--- config.mk ---
export PLATFORM = sky130hd
export DESIGN_NAME = load_store_unit_flat
export DESIGN_NICKNAME = d
export VERILOG_FILES = /design/src/rtl/lsu_pkg.sv /design/src/rtl/load_store_unit_if.sv /design/src/rtl/lsu_load_align.sv /design/src/rtl/load_store_unit.sv /design/src/flat_wrapper.sv
export SDC_FILE = /design/constraint.sdc
export NUM_CORES = 1
export LEC_CHECK = 0
export ABC_AREA = 1
export CORE_MARGIN = 4
export CORE_UTILIZATION = 46
export CTS_CLUSTER_SIZE = 8
export DETAILED_ROUTE_END_ITERATION = 6
export PLACE_DENSITY = 0.81
export SLEW_MARGIN = 20
export SYNTH_ARGS = -nofsm -noshare
export SYNTH_HDL_FRONTEND = slang
export SYNTH_HIERARCHICAL = 1
export SYNTH_SLANG_ARGS = --single-unit
--- constraint.sdc ---
create_clock -name clk -period 2.28 [get_ports clk]
set_input_delay 0.228 -clock clk [delete_from_list [all_inputs] [get_ports clk]]
set_output_delay 0.228 -clock clk [all_outputs]
set_load 0.01 [all_outputs]
--- src/rtl/lsu_pkg.sv ---
// rtl/lsu_pkg.sv - shared types, funct3 codes and request helpers for the load/store unit
package lsu_pkg;

    typedef enum logic [1:0] {
        IDLE   = 2'd0,
        ACCESS = 2'd1,
        DONE   = 2'd2
    } lsu_state_e;

    localparam logic [2:0] F3_B  = 3'b000;
    localparam logic [2:0] F3_H  = 3'b001;
    localparam logic [2:0] F3_W  = 3'b010;
    localparam logic [2:0] F3_BU = 3'b100;
    localparam logic [2:0] F3_HU = 3'b101;

    function automatic logic lsu_legal(input logic store, input logic [2:0] f3, input logic [1:0] off);
        logic ok;
        case (f3)
            F3_B:    ok = 1'b1;
            F3_H:    ok = ~off[0];
            F3_W:    ok = (off == 2'b00);
            F3_BU:   ok = ~store;
            F3_HU:   ok = ~store & ~off[0];
            default: ok = 1'b0;
        endcase
        return ok;
    endfunction

    function automatic logic [3:0] lsu_byte_en(input logic store, input logic [2:0] f3, input logic [1:0] off);
        logic [3:0] be;
        be = 4'b1111;
        if (store) begin
            case (f3)
                F3_B:    be = 4'b0001 << off;
                F3_H:    be = 4'b0011 << {off[1], 1'b0};
                default: be = 4'b1111;
            endcase
        end
        return be;
    endfunction

    // Narrow stores replicate the datum across every lane; byte enables pick the live one.
    function automatic logic [31:0] lsu_store_data(input logic [2:0] f3, input logic [31:0] d);
        logic [31:0] w;
        case (f3)
            F3_B:    w = {4{d[7:0]}};
            F3_H:    w = {2{d[15:0]}};
            default: w = d;
        endcase
        return w;
    endfunction

endpackage

--- src/rtl/load_store_unit_if.sv ---
// rtl/load_store_unit_if.sv - memory-side request/ack bus of the load/store unit
interface load_store_unit_if;
    logic        mem_req;
    logic        mem_we;
    logic [31:0] mem_addr;
    logic [3:0]  mem_be;
    logic [31:0] mem_wdata;
    logic        mem_ack;
    logic [31:0] mem_rdata;

    modport master (
        output mem_req, mem_we, mem_addr, mem_be, mem_wdata,
        input  mem_ack, mem_rdata
    );

    modport slave (
        input  mem_req, mem_we, mem_addr, mem_be, mem_wdata,
        output mem_ack, mem_rdata
    );
endinterface

--- src/rtl/lsu_load_align.sv ---
// rtl/lsu_load_align.sv - lane selection and sign/zero extension of load data
module lsu_load_align
    import lsu_pkg::*;
(
    input  logic [31:0] word,
    input  logic [1:0]  offset,
    input  logic [2:0]  funct3,
    output logic [31:0] result
);
    logic [7:0]  lane_b;
    logic [15:0] lane_h;

    always_comb begin
        lane_b = 8'(word >> {offset, 3'b000});
        lane_h = offset[1] ? word[31:16] : word[15:0];
        case (funct3)
            F3_B:    result = {{24{lane_b[7]}}, lane_b};
            F3_BU:   result = {24'd0, lane_b};
            F3_H:    result = {{16{lane_h[15]}}, lane_h};
            F3_HU:   result = {16'd0, lane_h};
            F3_W:    result = word;
            default: result = 32'd0;
        endcase
    end
endmodule

--- src/rtl/load_store_unit.sv ---
// rtl/load_store_unit.sv - single-outstanding load/store unit with ack timeout
module load_store_unit
    import lsu_pkg::*;
#(
    parameter int TIMEOUT = 16
) (
    input  logic                      clk,
    input  logic                      reset,
    input  logic                      core_valid,
    input  logic                      core_store,
    input  logic [2:0]                core_funct3,
    input  logic [31:0]               core_addr,
    input  logic [31:0]               core_wdata,
    output logic [31:0]               core_rdata,
    output logic                      core_done,
    output logic                      core_err,
    output logic                      core_stall,
    load_store_unit_if.master         mem
);
    localparam int CW = $clog2(TIMEOUT + 1);

    lsu_state_e    state_q, state_d;
    logic [31:0]   addr_q, addr_d;
    logic [31:0]   wdata_q, wdata_d;
    logic [31:0]   rdata_q, rdata_d;
    logic [3:0]    be_q, be_d;
    logic [2:0]    f3_q, f3_d;
    logic          store_q, store_d;
    logic          err_q, err_d;
    logic [CW-1:0] cnt_q, cnt_d;
    logic [31:0]   load_word;

    lsu_load_align u_align (
        .word   (mem.mem_rdata),
        .offset (addr_q[1:0]),
        .funct3 (f3_q),
        .result (load_word)
    );

    always_ff @(posedge clk) begin
        if (!reset) begin
            state_q <= IDLE;
            addr_q  <= '0;
            wdata_q <= '0;
            rdata_q <= '0;
            be_q    <= '0;
            f3_q    <= '0;
            store_q <= 1'b0;
            err_q   <= 1'b0;
            cnt_q   <= '0;
        end else begin
            state_q <= state_d;
            addr_q  <= addr_d;
            wdata_q <= wdata_d;
            rdata_q <= rdata_d;
            be_q    <= be_d;
            f3_q    <= f3_d;
            store_q <= store_d;
            err_q   <= err_d;
            cnt_q   <= cnt_d;
        end
    end

    always_comb begin
        state_d = state_q;
        addr_d  = addr_q;
        wdata_d = wdata_q;
        rdata_d = rdata_q;
        be_d    = be_q;
        f3_d    = f3_q;
        store_d = store_q;
        err_d   = err_q;
        cnt_d   = cnt_q;
        case (state_q)
            IDLE: begin
                if (core_valid) begin
                    if (lsu_legal(core_store, core_funct3, core_addr[1:0])) begin
                        state_d = ACCESS;
                        addr_d  = core_addr;
                        f3_d    = core_funct3;
                        store_d = core_store;
                        be_d    = lsu_byte_en(core_store, core_funct3, core_addr[1:0]);
                        wdata_d = core_store ? lsu_store_data(core_funct3, core_wdata) : 32'd0;
                        cnt_d   = '0;
                    end else begin
                        state_d = DONE;
                        err_d   = 1'b1;
                        rdata_d = 32'd0;
                    end
                end
            end
            ACCESS: begin
                // An ack landing in the final timeout cycle still completes cleanly.
                if (mem.mem_ack) begin
                    state_d = DONE;
                    err_d   = 1'b0;
                    rdata_d = store_q ? 32'd0 : load_word;
                end else if (cnt_q == CW'(TIMEOUT - 1)) begin
                    state_d = DONE;
                    err_d   = 1'b1;
                    rdata_d = 32'd0;
                end else begin
                    cnt_d = cnt_q + 1'b1;
                end
            end
            DONE:    state_d = IDLE;
            default: state_d = IDLE;
        endcase
    end

    assign mem.mem_req   = (state_q == ACCESS);
    assign mem.mem_we    = (state_q == ACCESS) && store_q;
    assign mem.mem_addr  = {addr_q[31:2], 2'b00};
    assign mem.mem_be    = be_q;
    assign mem.mem_wdata = wdata_q;

    assign core_rdata = rdata_q;
    assign core_done  = (state_q == DONE);
    assign core_err   = core_done && err_q;
    assign core_stall = core_valid && !core_done;
endmodule

--- src/flat_wrapper.sv ---
// flat-port wrapper written by rule: the top's interface ports become plain ports
module load_store_unit_flat import lsu_pkg::*;
#(
    parameter int TIMEOUT = 16
)
  (clk, reset, core_valid, core_store, core_funct3, core_addr, core_wdata, core_rdata, core_done, core_err, core_stall, mem_mem_req, mem_mem_we, mem_mem_addr, mem_mem_be, mem_mem_wdata, mem_mem_ack, mem_mem_rdata);
  load_store_unit_if mem_i ();
  input  logic clk;
  input  logic reset;
  input  logic core_valid;
  input  logic core_store;
  input  logic [2:0] core_funct3;
  input  logic [31:0] core_addr;
  input  logic [31:0] core_wdata;
  output logic [31:0] core_rdata;
  output logic core_done;
  output logic core_err;
  output logic core_stall;
  output wire logic [$bits(mem_i.mem_req)-1:0] mem_mem_req;
  output wire logic [$bits(mem_i.mem_we)-1:0] mem_mem_we;
  output wire logic [$bits(mem_i.mem_addr)-1:0] mem_mem_addr;
  output wire logic [$bits(mem_i.mem_be)-1:0] mem_mem_be;
  output wire logic [$bits(mem_i.mem_wdata)-1:0] mem_mem_wdata;
  input wire logic [$bits(mem_i.mem_ack)-1:0] mem_mem_ack;
  input wire logic [$bits(mem_i.mem_rdata)-1:0] mem_mem_rdata;
  assign mem_mem_req = mem_i.mem_req;
  assign mem_mem_we = mem_i.mem_we;
  assign mem_mem_addr = mem_i.mem_addr;
  assign mem_mem_be = mem_i.mem_be;
  assign mem_mem_wdata = mem_i.mem_wdata;
  assign mem_i.mem_ack = mem_mem_ack;
  assign mem_i.mem_rdata = mem_mem_rdata;
  load_store_unit #(.TIMEOUT(TIMEOUT)) u_core (.clk(clk), .reset(reset), .core_valid(core_valid), .core_store(core_store), .core_funct3(core_funct3), .core_addr(core_addr), .core_wdata(core_wdata), .core_rdata(core_rdata), .core_done(core_done), .core_err(core_err), .core_stall(core_stall), .mem(mem_i));
endmodule
; Word-level counts from Yosys, hierarchy flattened
; Index checks and enable logic that the tools add are counted.
; Widths: inputs -> output; s select.
[word_totals]
ff_bits = 112
in_bits = 104
out_inout_bits = 105
[classes]
n_addsub = 1
n_eq_ne = 17
shift = 3
n_mux = 30
bitwise = 3
n_reduce_logical = 13
[ops]
columns = op, count
row1 = $mux 32, 6
row2 = $pmux 32 s5, 1
row3 = $pmux 32 s2, 2
row4 = $shr 32x5->8, 1
row5 = $mux 5, 4
row6 = $mux 16, 1
row7 = $eq 3x3->1 const B, 4
row8 = $pmux 5 s2, 1
row9 = $mux 2, 4
row10 = $ne 2x2->1 const B, 4
row11 = $pmux 4 s2, 1
row12 = $eq 3x1->1 const B, 2
row13 = $eq 3x2->1 const B, 2
row14 = $logic_not 3->1, 2
row15 = $mux 1, 6
row16 = $add 5x1->5 const B, 1
row17 = $eq 5x4->1 const B, 1
row18 = $pmux 1 s5, 1
row19 = $reduce_and 5->1, 1
row20 = $logic_not 2->1, 2
row21 = $mux 4, 1
row22 = $pmux 2 s2, 1
row23 = $reduce_and 4->1, 1
row24 = $shl 1x2->4 const A, 1
row25 = other kinds (13), 16

; Depth between registers and ports, before layout
[depth]
depth_word = 8
ltp_mapped = 13
ltp_nobuf = 11

; By module
; Netlist, hierarchy kept.
[modules_own_cells]
columns = mod, instances, cells_per_inst, area_each_um2
row1 = load_store_unit, 1, 759, 5153.7
row2 = lsu_load_align, 1, 216, 927.1

; Least setup slack after synthesis
; Ideal clock, no wire load.
[synth_timing]
path_kind = register to register
from = register u_core.cnt_q[0]
to = register u_core.rdata_q[0] (netlist: u_core/core_rdata[0])
arrival_time_ps = 1541
required_ps = 2165
setup_slack_ps = 624
path_stages_with_launch = 12
path_buffers = 2
cell_sequence = dfxtp_1 -> ha_1 -> nand2_1 -> nor2_1 -> ha_1 -> nor2_1 -> nand2_1 -> o21a_1 -> buf_4 -> buf_2 -> a21oi_1 -> nor2_1
[synth_between]
elab_chain_len = 3
[synth_rtl]
columns = item, line_no
row1 = from (decl), load_store_unit.sv:30  ; logic [CW-1:0] cnt_q, cnt_d;
row2 = from (signal assigned), load_store_unit.sv:60  ; cnt_q <= cnt_d;
row3 = $eq 5x4->1, load_store_unit.sv:98  ; end else if (cnt_q == CW'(TIMEOUT - 1)) begin
row4 = $ne 3x1->1 (no source line), n/a
row5 = $reduce_and 4->1 (no source line), n/a
row6 = to (signal assigned), load_store_unit.sv:55  ; rdata_q <= rdata_d;
row7 = to (decl), load_store_unit.sv:25  ; logic [31:0] rdata_q, rdata_d;
; No other way between the ends.
; A chain may end at the register's enable or synchronous reset.

; Worst setup path in the final report
[layout_timing]
from = register u_core.cnt_q[0]
to = register u_core.rdata_q[31] (netlist: u_core/core_rdata[31])
; The elaborated chain is that of the path after synthesis.

==> metrics.md <==
| Metric | Value |
|---|---|
| Met1 GRT Util | 0.276 |
| Cts hold-fix bufs | 0 |
| Yosys top cell area share | 0.369 |
| I/O pins | 209 |
| Count of endpoints failing setup in the final report | 0 |
| Crit Path Max Fanout | 30 |
| Layout area overhead | 36.0% |
| Hold Vio Cnt, Final | 0 |
| Worst reg-to-reg setup slack | 0.29 ns |
| VDD IR-drop max | 0.337 mV |
| TritonCTS buffer count | 9 |
| Flops & latches, synth | 112 |
| Final min period | 1.99 ns |
| DP HPWL | 13400 µm |
| Gp weighted congestion | ~0.94 |
| Max_slew headroom | 0.561 |
| Storage element area | 2240 µm² |
| Power density over the cells | about 660 nW/µm² |
| Die area | 15100 µm² |
| Most frequent cells in the layout | 284 x nand2_1, 205 x clkdlybuf4s50_1, 193 x nor2_1 |
| Buffer depth of the longest clock path | 2 |
| Clock root buffer | clkbuf_16 |
| Critical Path RT | 2.53 ns |
| Proportion of synthesized area in mux cells | 0 |
| Max Clock Skew | 0.00646 ns |
| Fin. max-slew vios | 0 |
| Synth Flop Type | dfxtp_1 |
| End of the critical path | u_core/core_rdata[31] |
| Worst r2r dst | u_core/core_rdata[31] |
| Total of warnings raised by yosys | 6 |
| Share of cells above drive strength 1 | 0.0515 |
| Critical path capture point type | register |
| Via density per instance | 4.92 |
| CTS tree | yes |
| Wirelength, routed | about 18000 µm |
| Dominant cell type by area after synthesis | dfxtp_1 |
| Total negative setup slack | 0 ns |
| Sink Count | 112 |
| RR Startpoint | u_core/cnt_q[0] |
| Die H | 123 µm |
| Gr busiest metal | met2 |
| Multi-input logic area | 2970 µm² |
| R2r worst-path depth | 10 |
| Drt pass-1 iters | 5 |
| Worst setup path startpoint | u_core/cnt_q[0] |
| Number of H-tree levels | 3 |
| Vias in the first global route | slightly below 6000 |
| Worst Path Arrival | 2.24 ns |
| Worst-path clk slew | about 0.08 ns |
| Syn Inst Count | 975 |
| CP startpoint kind | register |
| Gr ovfl total | 0 |
| Post-Synth XOR/XNOR Area | 0 |
| ANT cells | 0 |
| Status | finished clean |
| Post-synthesis compound-gate area fraction | 0.0965 |
| Largest family of logic cells by synthesized area | simple AND/OR/NAND/NOR gates |
| Async SR Flop Fraction | 0 |
| Final ANT Viol Nets | 0 |
| Vias | between 6000 and 7000 |
| RSZ-0062 raised after global routing | no |
| Worst slew pin tran | 0.658 ns |
| Leakage | 0.00363 µW |
| First-pass GRT wire length | 28500 µm |
| HP Class | input pin to register |
| Initial antenna violation count | 0 |
| Top post-synthesis cells by area | dfxtp_1 37%, nand2_1 18%, nor2_1 12% |
| Final nets | roughly 1200 |
| CORE AREA | 12800 µm² |
| Setup Fix Bufs, Post-CTS | 0 |
| Max-Cap Viols | 0 |
| Adder-cell share of the synthesized area | 0.00412 |
| DR WL/cell | 14.0 µm |
| Port bufs | 206 |
| Initial core utilization | 0.476 |
| Post-Syn Area per Cell | 6.24 µm² |
| Post-synth EDFFs | 0 |
| Resized Gates After CTS | 0 |
| Largest net degree at the start of global routing | 42 |
| Fillcell total | around 1200 |
| Final Cycle Share | 0.872 |
| Clock network latency to the later pin of the worst-skew pair | 0.36 ns |
| Pwr Total | 5440 µW |
| Commonest non-fill, non-tap cell in the layout | nand2_1 |
| Detailed-route DRC error count | 0 |
| DIE WIDTH | 123 µm |
| Num rows | 41 |
| Critical path type | register to register |
| Gr usage total | 0.240 |
| Post-synthesis cell area | 6080 µm² |
| Simple-Gate Fraction of Synth Area | 0.385 |
| Netlist cell types | 28 |
| DRT iter0 DRCs | 541 |
| Met2 Use GR | 0.423 |
| GRT met3 Usage | 0.0737 |
| Fmax | between 0.5 and 0.6 GHz |
| Post-synthesis sequential area ratio | 0.369 |
[worst min-delay path by stage]
stage,start,to,cells after the start
2_1_floorplan,core_wdata[0],u_core/mem.mem_wdata[0],2
3_3_place_gp,u_core/err_q,u_core/err_q,2
3_5_place_dp,u_core/err_q,u_core/err_q,2
4_1_cts,reset,u_core/mem.mem_be[3],3
5_1_grt,reset,u_core/mem.mem_be[3],3
6_report,reset,u_core/mem.mem_be[3],3
[synth_stat cells (2+ instances only)]
master and number:
inv_1 85, nand2_1 285, nand2_2 4, nor2_4 3, or2_2 2, o21ai_0 41, inv_2 7, a21oi_1 67
ha_1 2, buf_6 4, nor2_2 2, buf_2 25, buf_1 4, clkbuf_1 11, nand3b_1 9, dfxtp_1 112
nand3_2 4, o21a_1 5, nor3_1 3, nand3_1 59, buf_4 41, nor2_1 194
[flip-flops by register name (all words and copies together) (netlist names)]
| name | count |
|---|---|
| u_core/err_q | 1 |
| u_core/store_q | 1 |
| u_core/mem.mem_wdata | 32 |
| u_core/f3_q | 3 |
| u_core/state_q | 2 |
| u_core/addr_q | 32 |
| u_core/cnt_q | 5 |
| u_core/mem.mem_be | 4 |
| u_core/core_rdata | 32 |
[critical path, cell delays in order, from the launching register on]
cell and delay, ns:
dfxtp_1 0.41, ha_1 0.19, nand2_1 0.07, nor2_1 0.12, ha_1 0.17, nor2_1 0.04, nand2_1 0.09, o21a_1 0.17
nand2_2 0.31, nor2_1 0.24, nor2_1 0.07
[area by class of cell]
class | instances | area share
multi-input combinational | 687 | 0.359
sequential | 112 | 0.271
timing repair buffer | 220 | 0.264
inverter | 92 | 0.0418
clock buffer | 10 | 0.0289
tap | 172 | 0.0260
clock inverter | 6 | 0.00878
[metal layers]
metal  vias to the layer above  routed length (µm)
li1                       3259                   -
met1                      2883                7230
met2                       223                9010
met3                        26                1660
met4                         0                 351
met5                         -                   0
[power breakdown]
part / switching, µW / leakage, µW / internal, µW
registers: 104 / 0.000915 / 2120
clock network: 765 / 0.000151 / 899
logic: 833 / 0.00257 / 712
[stage by stage]
stage          std cells  cell area [µm²]  setup WS (ns)  hold slack [ns]  utilization
3_3_place_gp        1283             7960          0.253            0.445        0.623
3_5_place_dp        1283             7960          0.249            0.449        0.623
2_1_floorplan        976             6080          0.624            0.371            -
6_report            1299             8270          0.291            0.417        0.647
4_1_cts             1299             8270          0.301            0.395        0.647
5_1_grt             1299             8270         0.0645            0.449        0.647
[cell families (layout without fill, tap and decap cells)]
group	count (synthesis)	after routing
other	1	2
buffers and inverters	177	328
DFF	112	112
and+or+nand+nor	569	569
AOI/OAI and AO/OA	114	114
adders and majority gates	2	2
Power figures use the tool's default switching activity.
